## config.mk

```make
export PLATFORM = sky130hd
export DESIGN_NAME = trig_gen_nch
export DESIGN_NICKNAME = d
export VERILOG_FILES = /design/src/rtl/trig_gen_pkg.sv /design/src/rtl/trig_gen_nch_cyc_timer.sv /design/src/rtl/trig_gen_nch.sv
export SDC_FILE = /design/constraint.sdc
export NUM_CORES = 1
export LEC_CHECK = 0
export BUFFER_PORTS_ARGS = -buffer_cell sky130_fd_sc_hd__buf_2
export CORE_MARGIN = 2
export CORE_UTILIZATION = 49
export DETAILED_ROUTE_END_ITERATION = 8
export GPL_TIMING_DRIVEN = 0
export PLACE_DENSITY = 0.79
export SYNTH_ARGS = -nofsm -noshare
export SYNTH_HDL_FRONTEND = slang
export SYNTH_SLANG_ARGS = --single-unit
```

## constraint.sdc

```tcl
create_clock -name init_clk -period 6.2 [get_ports init_clk]
set_clock_uncertainty 0.1 [all_clocks]
set_input_delay 0 -clock init_clk [delete_from_list [all_inputs] [get_ports init_clk]]
set_output_delay 0 -clock init_clk [all_outputs]
set_load 0.02 [all_outputs]
```

## src/rtl/trig_gen_pkg.sv

```systemverilog
// Shared encodings for the multi-channel trigger generator: operating modes,
// trigger source codes, controller states and a popcount helper.
package trig_gen_pkg;

    typedef enum logic [1:0] {
        MODE_OR  = 2'b00,   // any masked channel rising
        MODE_MAJ = 2'b01,   // masked channel count crosses majority_n
        MODE_EXT = 2'b10,   // external trigger only
        MODE_CYC = 2'b11    // cyclic timer only
    } mode_t;

    typedef enum logic [1:0] {
        SRC_NONE = 2'b00,
        SRC_EXT  = 2'b01,
        SRC_SELF = 2'b10,
        SRC_CYC  = 2'b11
    } src_t;

    typedef enum logic [1:0] {
        ST_IDLE  = 2'b00,
        ST_PULSE = 2'b01,
        ST_HOLD  = 2'b10
    } state_t;

    localparam logic [15:0] DROP_MAX = 16'hFFFF;

    // Number of set bits in a channel vector padded to 16 bits.
    function automatic logic [4:0] popcount16(input logic [15:0] v);
        logic [4:0] c;
        c = 5'd0;
        for (int i = 0; i < 16; i++) begin
            c = c + 5'(v[i]);
        end
        return c;
    endfunction

endpackage

```

## src/rtl/trig_gen_nch_cyc_timer.sv

```systemverilog
// Free-running cyclic trigger timer: counts 0..cyc_period-1 and emits a
// one-cycle pulse on the wrap. Disabled or zero period parks the count at 0.
module cyc_timer #(
    parameter int CYC_W = 24
) (
    input  logic             init_clk,
    input  logic             reset_i,
    input  logic             cyc_en,
    input  logic [CYC_W-1:0] cyc_period,
    output logic             cyctrig_pls
);

    localparam logic [CYC_W-1:0] ONE = CYC_W'(1);

    logic [CYC_W-1:0] count;

    // Period counter with registered wrap pulse.
    always_ff @(posedge init_clk) begin
        if (reset_i) begin
            count       <= '0;
            cyctrig_pls <= 1'b0;
        end else if (!cyc_en || (cyc_period == '0)) begin
            count       <= '0;
            cyctrig_pls <= 1'b0;
        end else if (count >= (cyc_period - ONE)) begin
            count       <= '0;
            cyctrig_pls <= 1'b1;
        end else begin
            count       <= count + ONE;
            cyctrig_pls <= 1'b0;
        end
    end

endmodule

```

## src/rtl/trig_gen_nch.sv

```systemverilog
// N-channel trigger generator: edge-detects channel/external levels, merges
// self, external and cyclic requests by mode, and issues a fixed-width
// trig_out pulse followed by an optional hold-off window.
module trig_gen_nch
    import trig_gen_pkg::*;
#(
    parameter  int N_CH   = 3,
    parameter  int CYC_W  = 24,
    parameter  int HOLD_W = 8,
    parameter  int PW     = 4,
    localparam int MAJ_W  = $clog2(N_CH + 1)
) (
    input  logic              init_clk,
    input  logic              reset_i,
    input  logic              trigger_stun,
    input  logic [1:0]        mode,
    input  logic [N_CH-1:0]   ch_mask,
    input  logic [MAJ_W-1:0]  majority_n,
    input  logic [N_CH-1:0]   overth,
    input  logic              trig_in,
    input  logic              cyc_en,
    input  logic [CYC_W-1:0]  cyc_period,
    input  logic [HOLD_W-1:0] holdoff,
    output logic              trig_out,
    output logic              cyctrig_pls,
    output logic [1:0]        trig_src,
    output logic              busy,
    output logic [31:0]       trig_cnt,
    output logic [15:0]       drop_cnt
);

    localparam int PW_W = (PW > 1) ? $clog2(PW) : 1;
    localparam logic [PW_W-1:0]   PW_LAST  = PW_W'(PW - 1);
    localparam logic [PW_W-1:0]   PW_ONE   = PW_W'(1);
    localparam logic [HOLD_W-1:0] HOLD_ONE = HOLD_W'(1);

    // Two-stage sampling of levels (S1 = newest, S2 = previous S1)
    logic [N_CH-1:0] s1_ov, s2_ov;
    logic            s1_trig, s2_trig;
    logic            s1_cyc;

    // Mode-filtered requests, registered one cycle before acceptance
    logic self_req, ext_req, cyc_req;
    logic req_self_q, req_ext_q, req_cyc_q;

    logic [4:0] pc1, pc2, maj_thr;
    mode_t      mode_e;

    state_t            state;
    src_t              trig_src_q;
    logic [PW_W-1:0]   pw_cnt;
    logic [HOLD_W-1:0] hold_cnt;

    logic any_req, accept, rejected;

    cyc_timer #(.CYC_W(CYC_W)) u_cyc_timer (
        .init_clk    (init_clk),
        .reset_i     (reset_i),
        .cyc_en      (cyc_en),
        .cyc_period  (cyc_period),
        .cyctrig_pls (cyctrig_pls)
    );

    assign mode_e  = mode_t'(mode);
    assign pc1     = popcount16(16'(s1_ov & ch_mask));
    assign pc2     = popcount16(16'(s2_ov & ch_mask));
    assign maj_thr = 5'(majority_n);

    // Input sampling stages and request register.
    always_ff @(posedge init_clk) begin
        if (reset_i) begin
            s1_ov      <= '0;
            s2_ov      <= '0;
            s1_trig    <= 1'b0;
            s2_trig    <= 1'b0;
            s1_cyc     <= 1'b0;
            req_self_q <= 1'b0;
            req_ext_q  <= 1'b0;
            req_cyc_q  <= 1'b0;
        end else begin
            s1_ov      <= overth;
            s2_ov      <= s1_ov;
            s1_trig    <= trig_in;
            s2_trig    <= s1_trig;
            s1_cyc     <= cyctrig_pls;
            req_self_q <= self_req;
            req_ext_q  <= ext_req;
            req_cyc_q  <= cyc_req;
        end
    end

    // Request formation from the S1/S2 pair under the current mode and mask.
    always_comb begin
        // NOTE: combinational logic uses blocking '=' and gives every output a
        // default first, so no path leaves a value held (no latch inferred).
        self_req = 1'b0;
        ext_req  = 1'b0;
        cyc_req  = 1'b0;
        case (mode_e)
            MODE_OR:  self_req = |(s1_ov & ~s2_ov & ch_mask);
            MODE_MAJ: self_req = (majority_n != '0) && (pc1 >= maj_thr) && (pc2 < maj_thr);
            default:  self_req = 1'b0;
        endcase
        ext_req = s1_trig & ~s2_trig & (mode_e != MODE_CYC);
        cyc_req = s1_cyc & (mode_e != MODE_EXT);
    end

    assign any_req  = req_self_q | req_ext_q | req_cyc_q;
    assign accept   = any_req && (state == ST_IDLE) && !trigger_stun;
    assign rejected = any_req && !accept;
    assign trig_src = trig_src_q;

    // Trigger controller: IDLE -> PULSE (PW cycles) -> optional HOLD -> IDLE.
    always_ff @(posedge init_clk) begin
        if (reset_i) begin
            state      <= ST_IDLE;
            trig_out   <= 1'b0;
            busy       <= 1'b0;
            trig_src_q <= SRC_NONE;
            trig_cnt   <= '0;
            drop_cnt   <= '0;
            pw_cnt     <= '0;
            hold_cnt   <= '0;
        end else begin
            if (rejected && (drop_cnt != DROP_MAX)) begin
                drop_cnt <= drop_cnt + 16'd1;
            end
            case (state)
                ST_IDLE: begin
                    if (accept) begin
                        state    <= ST_PULSE;
                        trig_out <= 1'b1;
                        busy     <= 1'b1;
                        pw_cnt   <= PW_LAST;
                        trig_cnt <= trig_cnt + 32'd1;
                        if (req_ext_q)       trig_src_q <= SRC_EXT;
                        else if (req_self_q) trig_src_q <= SRC_SELF;
                        else                 trig_src_q <= SRC_CYC;
                    end
                end
                ST_PULSE: begin
                    if (pw_cnt == '0) begin
                        trig_out <= 1'b0;
                        if (holdoff != '0) begin
                            state    <= ST_HOLD;
                            hold_cnt <= holdoff - HOLD_ONE;
                        end else begin
                            state <= ST_IDLE;
                            busy  <= 1'b0;
                        end
                    end else begin
                        pw_cnt <= pw_cnt - PW_ONE;
                    end
                end
                ST_HOLD: begin
                    if (hold_cnt == '0) begin
                        state <= ST_IDLE;
                        busy  <= 1'b0;
                    end else begin
                        hold_cnt <= hold_cnt - HOLD_ONE;
                    end
                end
                default: begin
                    state    <= ST_IDLE;
                    trig_out <= 1'b0;
                    busy     <= 1'b0;
                end
            endcase
        end
    end

endmodule

```

==> flow_summary.toml, run 1 <==
[synthesis]
syn_avg_cell_area_um2 = 8.54
synth_enable_flop_cells = 0
yosysTopAreaCell = "dfxtp_1"
yosysMostFrequentCell = "dfxtp_1"
synthFlopType = "dfxtp_1"
synth_cells = 672
ys_top_cells_by_area = "dfxtp_1 (35%), xor2_1 (9.0%), ha_1 (7.2%)"
async_flop_share_pct = 0
yosysTopAreaCellShare_pct = 35.2
synth_cell_types = 63
seq_area_frac_synth_pct = 35.2
yosysWarnings = 0
synth_nets = 754
synth_commonest_cells = "dfxtp_1 (101), nor2_1 (72), xor2_1 (59)"
ys_seq_elements = 101
syn_area_um2 = 5740

[worst_hold_path]
hold_path_class = "input port to flop"

[placement]
port_buffers = 99
place_congestion = 0.879
post-dp-hpwl_um = 9740
dp.cells = 914

[power]
seqPwrFrac_pct = 49.0
sw_frac_of_total_pct = 23.7
p_clk_share_pct = 41.8
cell_internal_pwr_mw = 1.03
p_sw_mw = 0.320
ir_worst_vdd_v = 0.000201
p_per_area_nw_per_um2 = 198
p_leak_nw = 2.77
combPwrFrac_pct = 9.2

[cts]
clk_pin_slew_ps = 60
clockBufferDepth = 2
cts.htree.levels = 3
cts_hold_buf = 13
cts_root_buffer = "clkbuf_16"
clk_latency_ps = 350
cts.sinks = 101
cts_resized = 0
cts_tree = "done"
cts_buffers = 9
cts_setup_buffers = 0

[route]
firstDrtPassIters = 5
drc_errors = 0
routed_wl_um = 12800
num_vias = 5297
drt_iter0_markers = 371
wl_per_cell_um = 13.6
ant_nets = 0
avgViaCountPerCell = 5.62

[timing]
slew_violations = 0
rsz0062_at_grt = "no"
final.setup.tns_ps = 0
slew_headroom_pct = 52.4
setup_violations = 0
max_freq_mhz = 288
timing.final.crit_share_pct = 56.1
hold_viol_final = 0
timing.final.crit_period_ps = 3480
tightest_slew_ps = 712

[global_route]
antenna_found_initial = 0
grt_start_max_net_pins = 17
grt_pass1_vias = 5028
grt_pass1_wl_um = 22200
overflow = 0
track_usage_pct = 20.8

[floorplanning]
initial_core_util_pct = 50.2
core_um2 = 11400
ios = 100
fp.dieW_um = 112
die_y_um = 112
row_count = 39
dieArea_um2 = 12600

[final_layout]
diodes = 0
final_cells = 943
syn2layout_area_growth_pct = 19.3
fin_nets = 877
nFillCells = 1042
drive_gt1_share_pct = 17.1

[setup_path]
cp.arrival_ps = 3600
critPathMaxFanout = 10
worstPathRequired_ps = 6320
crit_type = "input port to flop"
worstSetupStartpointType = "input port"
worstSetupEndpointType = "flop"

[flow_run]
maxCapViolations = 0

[status]
status = "finished, final reports clean"
==> power groups by stage <==
stage	clock network [mW]	logic, mW	registers (mW)
after global placement	0	0.116	0.679
after CTS	0.578	0.125	0.664
after detailed placement	0	0.118	0.679
after floorplan	0	0.0708	0.681
final	0.566	0.125	0.664
after global routing	0.599	0.140	0.665
==> path summary, 6_finish.rpt <==
path	from	endpoint	slack (ps)	depth (start not counted)
min	holdoff[5]	hold_cnt[5]	30	4
min reg2reg	s2_trig	req_ext_q	290	1
max reg2reg	state[0]	hold_cnt[6]	3460	9
max	cyc_period[0]	u_cyc_timer.count[22]	2720	14
==> final cells by class <==
type | instances | area [um2] | area share (%)
Buffer | 22 | 111 | 1.63
Clock inverter | 6 | 61.3 | 0.896
Timing Repair Buffer | 112 | 626 | 9.14
Tap cell | 143 | 179 | 2.62
Clock buffer | 10 | 239 | 3.49
Sequential cell | 101 | 2020 | 29.6
Multi-Input combinational cell | 532 | 3540 | 51.7
Inverter | 17 | 63.8 | 0.933
==> worst max-delay path, cell delays in order <==
cell and delay, ps:
buf_2 110, inv_1 70, ha_1 180, nor3b_2 340
nand3_1 230, or3_1 460, nor3b_1 260, xnor2_1 100
ha_1 290, nand4_1 130, nor3_1 270, nor4b_2 640
buf_1 390, nor3_1 100
==> cells by family (layout without fill, tap and decap cells) <==
| logic type | Yosys count | after routing | synth area share, % |
|---|---|---|---|
| and+or+nand+nor | 320 | 320 | 30.3 |
| buffers and inverters | 39 | 167 | 3.05 |
| AOI/OAI and AO/OA | 87 | 87 | 9.62 |
| adders and majority gates | 35 | 35 | 7.90 |
| DFF | 101 | 101 | 35.2 |
| muxes | 4 | 4 | 0.720 |
| xor gates and xnor gates | 86 | 86 | 13.1 |
==> sequential cells by signal, indices dropped and copies added, names as in the netlist, 2 cells and up <==
name,count
u_cyc_timer.count,24
s1_ov,3
drop_cnt,16
s2_ov,3
trig_src,2
state,2
pw_cnt,2
trig_cnt,32
hold_cnt,8
==> through the flow <==
stage                     power (mW)  worst slack, ps  instance area (um2)  hold slack, ps  utilization, %
after floorplan                0.751             3150                 5740           -22.3               -
after global placement         0.794             2360                 6410             108            56.1
after detailed placement       0.797             2300                 6410             110            56.1
after CTS                       1.37             2660                 6840            8.38            59.9
after global routing            1.40             2260                 6840            70.3            59.9
final                           1.35             2720                 6840            30.2            59.9
==> cells in the final DEF, fill, tap and decap left out, drive strengths merged, types with 5 or more instances in the layout <==
cell / instances
a31oi: 6
nor3: 44
nor4: 14
nand4: 27
a21oi: 25
nor2: 72
ha: 33
dlygate4sd3: 13
nor2b: 18
nand3: 38
xor2: 59
or4: 5
a211oi: 6
or3: 8
inv: 18
clkbuf: 23
xnor2: 27
and4: 5
o31ai: 5
dfxtp: 101
o21ai: 21
nor3b: 7
buf: 108
and3: 16
nand2: 49
==> per-layer routing <==
layer / GRT usage [%] / vias to the layer above / share of wire [%]
met5: 0 / - / 0
met4: 8.37 / 0 / 2.3
met3: 3.02 / 19 / 4.0
met2: 36.5 / 132 / 48
met1: 25.7 / 2475 / 46
li1: - / 2671 / -
(Power assumes the default switching activity.)
==> inputs of run 2 (changes only) <==
Clock period 6.2 ns to 3.3 ns, I/O delays scaled along.
==> flow_summary.toml, run 2 (synthesized netlist as in run 1, its figures left out) <==
[route]
drt_iter0_markers = 374
drc_errors = 0
routed_wl_um = 12900
num_vias = 5282
firstDrtPassIters = 5
ant_nets = 0
avgViaCountPerCell = 5.58
wl_per_cell_um = 13.6

[cts]
clk_latency_ps = 340
cts.htree.levels = 3
cts.sinks = 101
cts_buffers = 9
clockBufferDepth = 2
clk_pin_slew_ps = 70
cts_root_buffer = "clkbuf_16"
cts_tree = "done"

[worst_hold_path]
hold_path_class = "input port to flop"
hp-start = "holdoff[5]"
min_to = "hold_cnt[5]"
whs_path_depth = 4

[placement]
dp_worst_setup_slack_ps = -600
port_buffers = 99
place_congestion = 0.879
post-dp-hpwl_um = 9740

[setup_path]
worstRegToRegCells = 7
worstPathRequired_ps = 3430
worstSetupEndpointType = "flop"
cp_cell_sequence = "buf_2 -> inv_1 -> ha_1 -> nor3b_4 -> nand3_2 -> or3_1 -> nor3b_1 -> xnor2_1 -> ha_1 -> nand4_1 -> nor3_2 -> nor4b_4 -> buf_4 -> buf_2 -> nor3_1"
crit_type = "input port to flop"
cp_slowest_stage_delay_ps = 450
r2r-start = "state[0]"
timing.rr.end = "hold_cnt[7]"
cp.arrival_ps = 3120
cp_slowest_cell = "or3_1"
critPathMaxFanout = 10
path_buf_inv = 4
critPathTopFamily = "simple AND/OR/NAND/NOR gates"
reg2reg_setup_slack_ps = 580
worstSetupStartpointType = "input port"
path_depth = 15

[global_route]
antenna_found_initial = 0
grt_pass1_wl_um = 22300
grt_start_max_net_pins = 17
track_usage_pct = 20.9
grt_pass1_vias = 5039
overflow = 0

[floorplanning]
fp.dieW_um = 112
die_y_um = 112
initial_core_util_pct = 50.2
core_um2 = 11400
dieArea_um2 = 12600
ios = 100
row_count = 39

[timing]
slew_violations = 0
rsz0062_at_grt = "no"
slew_headroom_pct = 55.4
setup_violations = 0
timing.final.crit_share_pct = 90.7
tightest_slew_ps = 664
final.setup.tns_ps = 0
max_freq_mhz = 334
fin_ws_ps = 307
hold_viol_final = 0
timing.final.crit_period_ps = 2990

[power]
p_clk_share_pct = 41.7
seqPwrFrac_pct = 49.0
p_leak_nw = 2.81
ir_worst_vdd_v = 0.000378
sw_frac_of_total_pct = 23.6
combPwrFrac_pct = 9.3
p_sw_mw = 0.602
p_per_area_nw_per_um2 = 369
cell_internal_pwr_mw = 1.94

[final_layout]
syn2layout_area_growth_pct = 20.4
largestRegisters = "trig_cnt (32), u_cyc_timer.count (24), drop_cnt (16)"
drive_gt1_share_pct = 18.2
fin_nets = 880
diodes = 0
largest_reg_flops = 32
largest-register = "trig_cnt"
mostFrequentLayoutCells = "buf_2 (104), dfxtp_1 (101), nor2_1 (72)"
layout_commonest_cell = "buf_2"

[flow_run]
maxCapViolations = 0

[status]
status = "finished, final reports clean"
==> run 2: worst max path at each step <==
stage / endpoint / slack [ps] / from
after global placement: u_cyc_timer.count[16] / -540 / cyc_period[0]
after global routing: u_cyc_timer.count[14] / 40 / cyc_period[0]
after CTS: u_cyc_timer.count[22] / 80 / cyc_period[0]
after detailed placement: u_cyc_timer.count[20] / -600 / cyc_period[0]
final: u_cyc_timer.count[14] / 310 / cyc_period[0]
after floorplan: u_cyc_timer.count[15] / 250 / cyc_period[0]
==> run 2: repair_timing <==
item	4_1_cts	5_1_grt
pin swaps	0	0
resized for setup	1	7
setup endpoints to repair	20	24
endpoints found under the hold margin	12	0
hold buffers	13	0
setup buffers	3	0
==> run 2: layer usage <==
metal	global-route usage [%]	vias up	part of all wire [%]
li1	-	2675	-
met2	36.3	135	48
met5	0	-	0
met1	25.9	2457	46
met4	8.62	0	1.7
met3	3.08	15	4.1
==> run 2: area by class of cell <==
class | instances | area (um2)
fillers | 1029 | 4510
plain buffers | 22 | 113
well taps | 143 | 179
clock inverters | 6 | 61.3
flip-flops and latches | 101 | 2020
repair buffers | 115 | 648
inverters | 17 | 63.8
multi-input cells | 532 | 3580
clock buffers | 10 | 239
==> run 2: through the flow <==
step	area (um2)	total power [mW]	hold WS [ps]	instances	utilization, %
after floorplan	5740	1.41	-22.3	672	-
after global placement	6410	1.49	108	914	56.1
after detailed placement	6410	1.50	110	914	56.1
after CTS	6870	2.57	8.38	946	60.2
after global routing	6910	2.64	70.3	946	60.5
final	6910	2.55	31.6	946	60.5
==> run 2: tightest hold or removal path, stage by stage <==
cell	delay [ps]
buf_2	120
inv_1	110
or3b_1	120
a31oi_1	70
==> run 2: power groups by stage <==
| stage | Sequential, mW | Clock [mW] | Combinational, mW |
|---|---|---|---|
| after floorplan | 1.28 | 0 | 0.133 |
| after global placement | 1.28 | 0 | 0.217 |
| after detailed placement | 1.28 | 0 | 0.222 |
| after CTS | 1.25 | 1.09 | 0.235 |
| after global routing | 1.25 | 1.13 | 0.266 |
| final | 1.25 | 1.06 | 0.237 |
